[config.mk]
export PLATFORM = sky130hd
export DESIGN_NAME = axi_sram_slave_flat
export DESIGN_NICKNAME = d
export VERILOG_FILES = /design/src/rtl/axi_sram_slave_if.sv /design/src/rtl/axi_sram_slave.sv /design/src/flat_wrapper.sv
export SDC_FILE = /design/constraint.sdc
export NUM_CORES = 1
export LEC_CHECK = 0
export CAP_MARGIN = 10
export CORE_AREA = 2 2 162 164
export CTS_CLUSTER_SIZE = 30
export DETAILED_ROUTE_END_ITERATION = 8
export DIE_AREA = 0 0 164 166
export HOLD_SLACK_MARGIN = 0.06
export MAX_ROUTING_LAYER = met4
export PLACE_DENSITY = 0.6
export REMOVE_ABC_BUFFERS = 1
export SYNTH_ARGS = -nofsm -noshare
export SYNTH_HDL_FRONTEND = slang
export SYNTH_SLANG_ARGS = --single-unit
export TNS_END_PERCENT = 50
[constraint.sdc]
create_clock -name clock -period 3.6 [get_ports clock]
set_clock_uncertainty 0.2 [all_clocks]
set_input_delay 0.36 -clock clock [delete_from_list [all_inputs] [get_ports clock]]
set_output_delay 0.36 -clock clock [all_outputs]
set_load 0.02 [all_outputs]
[src/rtl/axi_sram_slave_if.sv]
// axi_sram_slave_if: AXI4 bus from the core's 64-bit master port.
// Holds the AW/W/B/AR/R channels. The master modport is the core side.
// The slave modport is the SRAM bridge side.
interface axi_sram_slave_if #(
   parameter int ID_WIDTH = 4
) ();
   logic [ID_WIDTH-1:0] awid;
   logic [31:0]         awaddr;
   logic [7:0]          awlen;
   logic [2:0]          awsize;
   logic [1:0]          awburst;
   logic                awvalid;
   logic                awready;
   logic [63:0]         wdata;
   logic [7:0]          wstrb;
   logic                wlast;
   logic                wvalid;
   logic                wready;
   logic [ID_WIDTH-1:0] bid;
   logic [1:0]          bresp;
   logic                bvalid;
   logic                bready;
   logic [ID_WIDTH-1:0] arid;
   logic [31:0]         araddr;
   logic [7:0]          arlen;
   logic [2:0]          arsize;
   logic [1:0]          arburst;
   logic                arvalid;
   logic                arready;
   logic [ID_WIDTH-1:0] rid;
   logic [63:0]         rdata;
   logic [1:0]          rresp;
   logic                rlast;
   logic                rvalid;
   logic                rready;

   modport master (
      output awid, awaddr, awlen, awsize, awburst, awvalid,
      input  awready,
      output wdata, wstrb, wlast, wvalid,
      input  wready,
      input  bid, bresp, bvalid,
      output bready,
      output arid, araddr, arlen, arsize, arburst, arvalid,
      input  arready,
      input  rid, rdata, rresp, rlast, rvalid,
      output rready
   );

   modport slave (
      input  awid, awaddr, awlen, awsize, awburst, awvalid,
      output awready,
      input  wdata, wstrb, wlast, wvalid,
      output wready,
      output bid, bresp, bvalid,
      input  bready,
      input  arid, araddr, arlen, arsize, arburst, arvalid,
      output arready,
      output rid, rdata, rresp, rlast, rvalid,
      input  rready
   );
endinterface

[src/rtl/axi_sram_slave.sv]
// axi_sram_slave: AXI4 slave serving bursts from a single-port sync SRAM.
// It makes one SRAM access per beat, at one beat per clock in each direction.
// Ports: clock, reset (sync, active-high), SAXI (slave modport),
//   sram_en/sram_we/sram_addr/sram_wdata out, sram_rdata in.
// Build option AXI_SRAM_WRAP_BURST_EN enables WRAP bursts of 2/4/8/16 beats.
// Without it, every WRAP burst is answered as an SLVERR burst.
module axi_sram_slave #(
   parameter int ADDR_WIDTH = 16,
   parameter int ID_WIDTH   = 4
) (
   input  logic                  clock,
   input  logic                  reset,
   axi_sram_slave_if.slave       SAXI,
   output logic                  sram_en,
   output logic [7:0]            sram_we,
   output logic [ADDR_WIDTH-1:0] sram_addr,
   output logic [63:0]           sram_wdata,
   input  logic [63:0]           sram_rdata
);

   typedef enum logic [1:0] {IDLE, RD, WR, WRESP} state_t;

   localparam logic [1:0] OKAY   = 2'b00;
   localparam logic [1:0] SLVERR = 2'b10;

   state_t              r_state;
   state_t              w_next;
   logic                r_prio;
   logic [ID_WIDTH-1:0] r_id;
   logic [31:0]         r_addr;
   logic [2:0]          r_size;
   logic [1:0]          r_burst;
   logic [8:0]          r_beats;
   logic                r_err;
   logic                r_rvalid;
   logic                r_rlast;
   logic [1:0]          r_rresp;
`ifdef AXI_SRAM_WRAP_BURST_EN
   logic [7:0]          r_len;
`endif

   logic                w_sel_rd;
   logic                w_sel_wr;
   logic                w_ar_hs;
   logic                w_aw_hs;
   logic [ID_WIDTH-1:0] w_a_id;
   logic [31:0]         w_a_addr;
   logic [7:0]          w_a_len;
   logic [2:0]          w_a_size;
   logic [1:0]          w_a_burst;
   logic                w_a_err;
   logic [31:0]         w_incr;
   logic [31:0]         w_next_addr;
   logic                w_issue;
   logic                w_wbeat;
   logic                w_unused;

   // wlast carries no information here: the beat count ends the burst.
   assign w_unused = SAXI.wlast;

   // r_prio low means read wins a simultaneous request.
   assign w_sel_rd = SAXI.arvalid & (~SAXI.awvalid | ~r_prio);
   assign w_sel_wr = SAXI.awvalid & ~w_sel_rd;
   assign w_ar_hs  = (r_state == IDLE) & ~reset & w_sel_rd;
   assign w_aw_hs  = (r_state == IDLE) & ~reset & w_sel_wr;

   assign w_a_id    = w_sel_rd ? SAXI.arid    : SAXI.awid;
   assign w_a_addr  = w_sel_rd ? SAXI.araddr  : SAXI.awaddr;
   assign w_a_len   = w_sel_rd ? SAXI.arlen   : SAXI.awlen;
   assign w_a_size  = w_sel_rd ? SAXI.arsize  : SAXI.awsize;
   assign w_a_burst = w_sel_rd ? SAXI.arburst : SAXI.awburst;

   always_comb begin
`ifdef AXI_SRAM_WRAP_BURST_EN
      w_a_err = (w_a_burst == 2'b11) |
                ((w_a_burst == 2'b10) &
                 ~((w_a_len == 8'd1) | (w_a_len == 8'd3) |
                   (w_a_len == 8'd7) | (w_a_len == 8'd15)));
`else
      w_a_err = w_a_burst[1];
`endif
   end

   // Address math runs on the full 32 bits; the SRAM sees a truncated slice.
   assign w_incr = r_addr + (32'd1 << r_size);

`ifdef AXI_SRAM_WRAP_BURST_EN
   logic [31:0] w_wmask;
   assign w_wmask = (({24'd0, r_len} + 32'd1) << r_size) - 32'd1;
`endif

   always_comb begin
      w_next_addr = r_addr;
      case (r_burst)
         2'b01: w_next_addr = w_incr;
`ifdef AXI_SRAM_WRAP_BURST_EN
         2'b10: w_next_addr = (r_addr & ~w_wmask) | (w_incr & w_wmask);
`endif
         default: w_next_addr = r_addr;
      endcase
   end

   // A read beat is fetched whenever the output slot is free or draining.
   assign w_issue = (r_state == RD) & (r_beats != 9'd0) &
                    (~r_rvalid | SAXI.rready);
   assign w_wbeat = (r_state == WR) & SAXI.wvalid;

   always_ff @(posedge clock) begin
      if (reset) r_state <= IDLE;
      else       r_state <= w_next;
   end

   always_comb begin
      w_next       = r_state;
      SAXI.arready = 1'b0;
      SAXI.awready = 1'b0;
      SAXI.wready  = 1'b0;
      SAXI.bvalid  = 1'b0;
      sram_en      = 1'b0;
      sram_we      = 8'h00;
      unique case (r_state)
         IDLE: begin
            SAXI.arready = w_ar_hs;
            SAXI.awready = w_aw_hs;
            if (w_ar_hs)      w_next = RD;
            else if (w_aw_hs) w_next = WR;
         end
         RD: begin
            sram_en = w_issue & ~r_err & ~reset;
            if (r_rvalid & SAXI.rready & r_rlast) w_next = IDLE;
         end
         WR: begin
            SAXI.wready = ~reset;
            if (SAXI.wvalid) begin
               sram_en = ~r_err & ~reset;
               sram_we = (~r_err & ~reset) ? SAXI.wstrb : 8'h00;
               if (r_beats == 9'd1) w_next = WRESP;
            end
         end
         WRESP: begin
            SAXI.bvalid = ~reset;
            if (SAXI.bready) w_next = IDLE;
         end
         default: w_next = IDLE;
      endcase
   end

   always_ff @(posedge clock) begin
      if (reset) begin
         r_prio   <= 1'b0;
         r_id     <= '0;
         r_addr   <= 32'd0;
         r_size   <= 3'd0;
         r_burst  <= 2'd0;
         r_beats  <= 9'd0;
         r_err    <= 1'b0;
         r_rvalid <= 1'b0;
         r_rlast  <= 1'b0;
         r_rresp  <= OKAY;
`ifdef AXI_SRAM_WRAP_BURST_EN
         r_len    <= 8'd0;
`endif
      end else begin
         if (w_ar_hs | w_aw_hs) begin
            r_prio  <= ~r_prio;
            r_id    <= w_a_id;
            r_addr  <= w_a_addr;
            r_size  <= w_a_size;
            r_burst <= w_a_burst;
            r_beats <= {1'b0, w_a_len} + 9'd1;
            r_err   <= w_a_err;
`ifdef AXI_SRAM_WRAP_BURST_EN
            r_len   <= w_a_len;
`endif
         end
         if (w_issue) begin
            r_beats  <= r_beats - 9'd1;
            r_addr   <= w_next_addr;
            r_rvalid <= 1'b1;
            r_rlast  <= (r_beats == 9'd1);
            r_rresp  <= r_err ? SLVERR : OKAY;
         end else if (r_rvalid & SAXI.rready) begin
            r_rvalid <= 1'b0;
            r_rlast  <= 1'b0;
         end
         if (w_wbeat) begin
            r_beats <= r_beats - 9'd1;
            r_addr  <= w_next_addr;
         end
      end
   end

   assign sram_addr  = r_addr[ADDR_WIDTH+2:3];
   assign sram_wdata = SAXI.wdata;

   assign SAXI.rvalid = r_rvalid;
   assign SAXI.rlast  = r_rlast;
   assign SAXI.rresp  = r_rresp;
   assign SAXI.rid    = r_id;
   // Error bursts never read the SRAM, so their beats carry zero.
   assign SAXI.rdata  = r_err ? 64'd0 : sram_rdata;
   assign SAXI.bid    = r_id;
   assign SAXI.bresp  = r_err ? SLVERR : OKAY;

endmodule

[src/flat_wrapper.sv]
// flat-port wrapper written by rule: the top's interface ports become plain ports
module axi_sram_slave_flat 
#(
   parameter int ADDR_WIDTH = 16,
   parameter int ID_WIDTH   = 4
)
  (clock, reset, sram_en, sram_we, sram_addr, sram_wdata, sram_rdata, SAXI_awid, SAXI_awaddr, SAXI_awlen, SAXI_awsize, SAXI_awburst, SAXI_awvalid, SAXI_awready, SAXI_wdata, SAXI_wstrb, SAXI_wlast, SAXI_wvalid, SAXI_wready, SAXI_bid, SAXI_bresp, SAXI_bvalid, SAXI_bready, SAXI_arid, SAXI_araddr, SAXI_arlen, SAXI_arsize, SAXI_arburst, SAXI_arvalid, SAXI_arready, SAXI_rid, SAXI_rdata, SAXI_rresp, SAXI_rlast, SAXI_rvalid, SAXI_rready);
  axi_sram_slave_if #(.ID_WIDTH(ID_WIDTH)) SAXI_i ();
  input  logic clock;
  input  logic reset;
  output logic sram_en;
  output logic [7:0] sram_we;
  output logic [ADDR_WIDTH-1:0] sram_addr;
  output logic [63:0] sram_wdata;
  input  logic [63:0] sram_rdata;
  input wire logic [$bits(SAXI_i.awid)-1:0] SAXI_awid;
  input wire logic [$bits(SAXI_i.awaddr)-1:0] SAXI_awaddr;
  input wire logic [$bits(SAXI_i.awlen)-1:0] SAXI_awlen;
  input wire logic [$bits(SAXI_i.awsize)-1:0] SAXI_awsize;
  input wire logic [$bits(SAXI_i.awburst)-1:0] SAXI_awburst;
  input wire logic [$bits(SAXI_i.awvalid)-1:0] SAXI_awvalid;
  output wire logic [$bits(SAXI_i.awready)-1:0] SAXI_awready;
  input wire logic [$bits(SAXI_i.wdata)-1:0] SAXI_wdata;
  input wire logic [$bits(SAXI_i.wstrb)-1:0] SAXI_wstrb;
  input wire logic [$bits(SAXI_i.wlast)-1:0] SAXI_wlast;
  input wire logic [$bits(SAXI_i.wvalid)-1:0] SAXI_wvalid;
  output wire logic [$bits(SAXI_i.wready)-1:0] SAXI_wready;
  output wire logic [$bits(SAXI_i.bid)-1:0] SAXI_bid;
  output wire logic [$bits(SAXI_i.bresp)-1:0] SAXI_bresp;
  output wire logic [$bits(SAXI_i.bvalid)-1:0] SAXI_bvalid;
  input wire logic [$bits(SAXI_i.bready)-1:0] SAXI_bready;
  input wire logic [$bits(SAXI_i.arid)-1:0] SAXI_arid;
  input wire logic [$bits(SAXI_i.araddr)-1:0] SAXI_araddr;
  input wire logic [$bits(SAXI_i.arlen)-1:0] SAXI_arlen;
  input wire logic [$bits(SAXI_i.arsize)-1:0] SAXI_arsize;
  input wire logic [$bits(SAXI_i.arburst)-1:0] SAXI_arburst;
  input wire logic [$bits(SAXI_i.arvalid)-1:0] SAXI_arvalid;
  output wire logic [$bits(SAXI_i.arready)-1:0] SAXI_arready;
  output wire logic [$bits(SAXI_i.rid)-1:0] SAXI_rid;
  output wire logic [$bits(SAXI_i.rdata)-1:0] SAXI_rdata;
  output wire logic [$bits(SAXI_i.rresp)-1:0] SAXI_rresp;
  output wire logic [$bits(SAXI_i.rlast)-1:0] SAXI_rlast;
  output wire logic [$bits(SAXI_i.rvalid)-1:0] SAXI_rvalid;
  input wire logic [$bits(SAXI_i.rready)-1:0] SAXI_rready;
  assign SAXI_i.awid = SAXI_awid;
  assign SAXI_i.awaddr = SAXI_awaddr;
  assign SAXI_i.awlen = SAXI_awlen;
  assign SAXI_i.awsize = SAXI_awsize;
  assign SAXI_i.awburst = SAXI_awburst;
  assign SAXI_i.awvalid = SAXI_awvalid;
  assign SAXI_awready = SAXI_i.awready;
  assign SAXI_i.wdata = SAXI_wdata;
  assign SAXI_i.wstrb = SAXI_wstrb;
  assign SAXI_i.wlast = SAXI_wlast;
  assign SAXI_i.wvalid = SAXI_wvalid;
  assign SAXI_wready = SAXI_i.wready;
  assign SAXI_bid = SAXI_i.bid;
  assign SAXI_bresp = SAXI_i.bresp;
  assign SAXI_bvalid = SAXI_i.bvalid;
  assign SAXI_i.bready = SAXI_bready;
  assign SAXI_i.arid = SAXI_arid;
  assign SAXI_i.araddr = SAXI_araddr;
  assign SAXI_i.arlen = SAXI_arlen;
  assign SAXI_i.arsize = SAXI_arsize;
  assign SAXI_i.arburst = SAXI_arburst;
  assign SAXI_i.arvalid = SAXI_arvalid;
  assign SAXI_arready = SAXI_i.arready;
  assign SAXI_rid = SAXI_i.rid;
  assign SAXI_rdata = SAXI_i.rdata;
  assign SAXI_rresp = SAXI_i.rresp;
  assign SAXI_rlast = SAXI_i.rlast;
  assign SAXI_rvalid = SAXI_i.rvalid;
  assign SAXI_i.rready = SAXI_rready;
  axi_sram_slave #(.ADDR_WIDTH(ADDR_WIDTH), .ID_WIDTH(ID_WIDTH)) u_core (.clock(clock), .reset(reset), .SAXI(SAXI_i), .sram_en(sram_en), .sram_we(sram_we), .sram_addr(sram_addr), .sram_wdata(sram_wdata), .sram_rdata(sram_rdata));
endmodule
==> flow_summary.html <==
<table>
<tr><th>Metric</th><th>Value</th></tr>
<tr><th colspan="2">Clock tree</th></tr>
<tr><td>TritonCTS clock tree</td><td>done</td></tr>
<tr><td>H-tree level count</td><td>2</td></tr>
<tr><td>Cell chosen for the clock root</td><td>clkbuf_16</td></tr>
<tr><td>Maximum buffer depth of the clock tree</td><td>2</td></tr>
<tr><td># clock sinks</td><td>43</td></tr>
<tr><td>Setup fix buffers added after clock tree synthesis</td><td>0</td></tr>
<tr><td>Clock buffers created by TritonCTS</td><td>5</td></tr>
<tr><td>Hold_buf cts</td><td>0</td></tr>
<tr><td>Clock latency on the worst-skew pair</td><td>0.29 ns</td></tr>
<tr><td>Register clock-pin slew on the reported worst setup and hold paths</td><td>0.06 ns</td></tr>
<tr><td>Post_cts resized</td><td>0</td></tr>
<tr><th colspan="2">Global routing</th></tr>
<tr><td>Maximum number of pins on one net before global-route repair</td><td>45</td></tr>
<tr><td>Global-route congestion overflow total</td><td>0</td></tr>
<tr><td>Wire length of the first global-routing pass</td><td>36.49 mm</td></tr>
<tr><td>Number of global-route vias before repair</td><td>4,606</td></tr>
<tr><td>Initial antenna violation count</td><td>3</td></tr>
<tr><td>GRT Resource Usage Total</td><td>19.94%</td></tr>
<tr><th colspan="2">Die</th></tr>
<tr><td>Width of the die</td><td>164 um</td></tr>
<tr><td>Die outline area</td><td>0.02722 mm2</td></tr>
<tr><td>Height of the chip</td><td>166 um</td></tr>
<tr><td>Total number of placement rows</td><td>59</td></tr>
<tr><td>Initial core utilization</td><td>16.89%</td></tr>
<tr><td>Count of pins on the block boundary</td><td>413</td></tr>
<tr><td>CORE AREA</td><td>0.02562 mm2</td></tr>
<tr><th colspan="2">Timing</th></tr>
<tr><td>Pins Over Slew Limit</td><td>0</td></tr>
<tr><td>Final hold slack</td><td>0.3027 ns</td></tr>
<tr><td>Clock period minus final worst setup slack</td><td>3.139 ns</td></tr>
<tr><td>Unrepaired setup endpoints after global routing</td><td>no</td></tr>
<tr><td>Max Fclk</td><td>0.3186 GHz</td></tr>
<tr><td>Period Utilization, post-route</td><td>87.20%</td></tr>
<tr><td>Final-layout setup total negative slack</td><td>0 ns</td></tr>
<tr><td>Setup violators final</td><td>0</td></tr>
<tr><td>Final hold viol count</td><td>0</td></tr>
<tr><td>Worst slew margin</td><td>41.66%</td></tr>
<tr><td>Worst-margin pin slew</td><td>0.8693 ns</td></tr>
<tr><th colspan="2">Layout</th></tr>
<tr><td>Final layout net count</td><td>1,012</td></tr>
<tr><td>Seq. cell area</td><td>862.1 um2</td></tr>
<tr><td>Most frequent cells in the layout</td><td>clkdlybuf4s50_1 (254), nor2b_1 (69), nand2_1 (69)</td></tr>
<tr><td>Proportion of layout cells with a drive suffix above 1</td><td>4.111%</td></tr>
<tr><td>Most common cell after layout, fill and taps aside</td><td>clkdlybuf4s50_1</td></tr>
<tr><td>Area of the multi-input gates</td><td>0.002650 mm2</td></tr>
<tr><td>Filler instances</td><td>2,797</td></tr>
<tr><td>Area Growth Syn to Fin</td><td>56.81%</td></tr>
<tr><td>Post-Route Utilization</td><td>26.48%</td></tr>
<tr><td>Final design instance area without fill</td><td>0.006783 mm2</td></tr>
<tr><th colspan="2">Route</th></tr>
<tr><td>Vias per Instance</td><td>4.473</td></tr>
<tr><td>Antenna Nets Post-Route</td><td>0</td></tr>
<tr><td>Number of detailed-routing iterations run before antenna repair</td><td>4</td></tr>
<tr><td>Average wire per standard cell</td><td>25.07 um</td></tr>
<tr><td>First-iteration detailed-routing DRC count</td><td>259</td></tr>
<tr><td>Count of vias placed by the detailed router</td><td>4,880</td></tr>
<tr><td>Residual DRC count</td><td>0</td></tr>
<tr><td>Total Routed Length</td><td>27.36 mm</td></tr>
<tr><th colspan="2">Logic synthesis</th></tr>
<tr><td>Synth cell types</td><td>59</td></tr>
<tr><td>Fraction of the yosys area taken by sequential cells</td><td>19.90%</td></tr>
<tr><td>Synth Register Bits</td><td>43</td></tr>
<tr><td>Number of flops mapped to enable cells by yosys</td><td>0</td></tr>
<tr><td>Most frequently used flop master after synthesis</td><td>dfxtp_1</td></tr>
<tr><td>Instance count of the mapped netlist</td><td>595</td></tr>
<tr><td>Number of synthesis warnings</td><td>0</td></tr>
<tr><td>Area of the mapped netlist</td><td>0.004325 mm2</td></tr>
<tr><td>Asr flop ratio synth</td><td>0%</td></tr>
<tr><td>Mean instance size in the synthesized netlist</td><td>7.270 um2</td></tr>
<tr><th colspan="2">Place</th></tr>
<tr><td>DP Wirelength</td><td>23.73 mm</td></tr>
<tr><td>Cell area after placement</td><td>0.006621 mm2</td></tr>
<tr><td>Routability-driven placement congestion ratio</td><td>0.8331</td></tr>
<tr><td>Port buffer count</td><td>255</td></tr>
<tr><th colspan="2">Min path</th></tr>
<tr><td>Hold path startpoint</td><td>reset</td></tr>
<tr><td>Min-Delay Endpoint</td><td>u_core.r_prio$_SDFFE_PP0P_</td></tr>
<tr><td>Worst hold path cell count</td><td>2</td></tr>
<tr><td>Hold Crit Class</td><td>in2reg</td></tr>
<tr><th colspan="2">Job</th></tr>
<tr><td>Max cap viols</td><td>0</td></tr>
<tr><th colspan="2">Pwr</th></tr>
<tr><td>Internal power</td><td>1.902 mW</td></tr>
<tr><td>P_sw</td><td>1.569 mW</td></tr>
<tr><td>Worst supply voltage drop on vdd</td><td>0.2005 mV</td></tr>
<tr><td>Leak Pwr</td><td>2.514 nW</td></tr>
<tr><td>Areal power density over the cells</td><td>511.7 mW/mm2</td></tr>
<tr><td>Reg power frac</td><td>23.8%</td></tr>
<tr><td>Share of total power in the clock network</td><td>14.5%</td></tr>
<tr><td>Switching Fraction</td><td>45.19%</td></tr>
<tr><td>Post-layout power</td><td>3.471 mW</td></tr>
<tr><td>Combinational cell fraction of total power</td><td>61.8%</td></tr>
<tr><th colspan="2">Critical path</th></tr>
<tr><td>Crit path launch type</td><td>register</td></tr>
<tr><td>Reg2Reg Capture Point</td><td>u_core.r_addr[16]$_SDFFE_PP0P_</td></tr>
<tr><td>R2r worst-path depth</td><td>8</td></tr>
<tr><td>Worst setup EP type</td><td>output pin</td></tr>
<tr><td>Required time of the worst setup path</td><td>3.04 ns</td></tr>
<tr><td>Worst R2R Setup Slack</td><td>0.47 ns</td></tr>
<tr><td>Critical path class</td><td>reg2out</td></tr>
<tr><td>CP arrival</td><td>2.58 ns</td></tr>
<tr><td>Largest fanout of any net on the critical path</td><td>5</td></tr>
<tr><td>Reg-to-Reg Start</td><td>u_core.r_size[0]$_SDFFE_PP0P_</td></tr>
<tr><th colspan="2">Status</th></tr>
<tr><td>Status</td><td>finished, final reports clean</td></tr>
</table>
cells in the mapped netlist, drive strengths merged (11+ instances only):
cell	instances	area [um2]
buf	93	680.7
nand2	69	259.0
nor2b	69	431.7
dfxtp	43	860.8
nor2	38	142.6
a21oi	30	150.1
clkbuf	25	93.84
nand3	20	100.1
ha	16	200.2
inv	12	45.04
nor3	12	65.06
o211ai	11	82.58
o21ai	11	55.05
state kept, by name, indices dropped and copies added (netlist names):
register            count
u_core.SAXI.rlast       1
u_core.r_addr          19
u_core.r_burst          2
u_core.SAXI.bid         4
u_core.SAXI.rvalid      1
u_core.SAXI.rresp       1
u_core.r_beats          9
u_core.r_prio           1
u_core.r_size           3
u_core.r_state          2
per-layer routing:
metal	up-vias	routed length [um]	track usage [%]
li1	2303	-	-
met1	2193	8520	17.36
met2	374	13500	34.23
met3	10	5192	16.53
met4	0	146	1.793
met5	-	0	-
how the worst max path moves through the flow:
stage | slack (ns) | start | end
finish | 0.46 | u_core.r_state[0]$_SDFFE_PP0P_ | sram_en
global route | 0.22 | u_core.r_size[0]$_SDFFE_PP0P_ | u_core.r_addr[16]$_SDFFE_PP0P_
CTS | 0.44 | u_core.r_state[0]$_SDFFE_PP0P_ | sram_en
detailed placement | 0.50 | u_core.r_size[0]$_SDFFE_PP0P_ | u_core.r_addr[16]$_SDFFE_PP0P_
global placement | 0.53 | u_core.r_size[0]$_SDFFE_PP0P_ | u_core.r_addr[16]$_SDFFE_PP0P_
floorplan | 0.63 | u_core.r_state[0]$_SDFFE_PP0P_ | u_core.r_addr[5]$_SDFFE_PP0P_
cells by family after synthesis:
family	after synthesis	synth area share, %
AND/OR/NAND/NOR	261	31.59
AO/OA/AOI/OAI	116	18.57
XOR/XNOR	17	3.442
other	1	0.08670
flip-flops	43	19.90
adder cells (fa/ha/maj)	17	5.091
buffers and inverters	130	18.95
multiplexers	10	2.372
stage by stage:
step	setup WS [ns]	instances
5_1_grt	0.2215	1090
4_1_cts	0.4447	1089
2_1_floorplan	0.6253	478
3_3_place_gp	0.5309	1081
3_5_place_dp	0.4991	1081
6_report	0.4608	1091
critical path: stages, from the launching register on:
cell and delay [ns]:
dfxtp_1 0.33, inv_1 0.10, ha_1 0.25, nand2_1 0.12, a21boi_0 0.18, or2_1 0.28, nor4b_1 0.35, clkdlybuf4s50_1 0.68
power by group through the flow:
| stage | clock network [mW] | registers [mW] | logic (mW) |
|---|---|---|---|
| after detailed placement | 0 | 0.835 | 2.16 |
| after global routing | 0.537 | 0.857 | 2.35 |
| after global placement | 0 | 0.828 | 2.14 |
| after floorplan | 0 | 0.909 | 1.08 |
| after CTS | 0.518 | 0.826 | 2.16 |
| final | 0.502 | 0.826 | 2.14 |
layout make-up:
cell class	count	area share, %
multi-input combinational	423	39.07
antenna	2	0.07379
clock buffer	8	2.306
timing repair buffer	268	39.00
tap	335	6.180
inverter	12	0.6641
sequential	43	12.71
No activity file was read; power rests on OpenSTA's default activity.
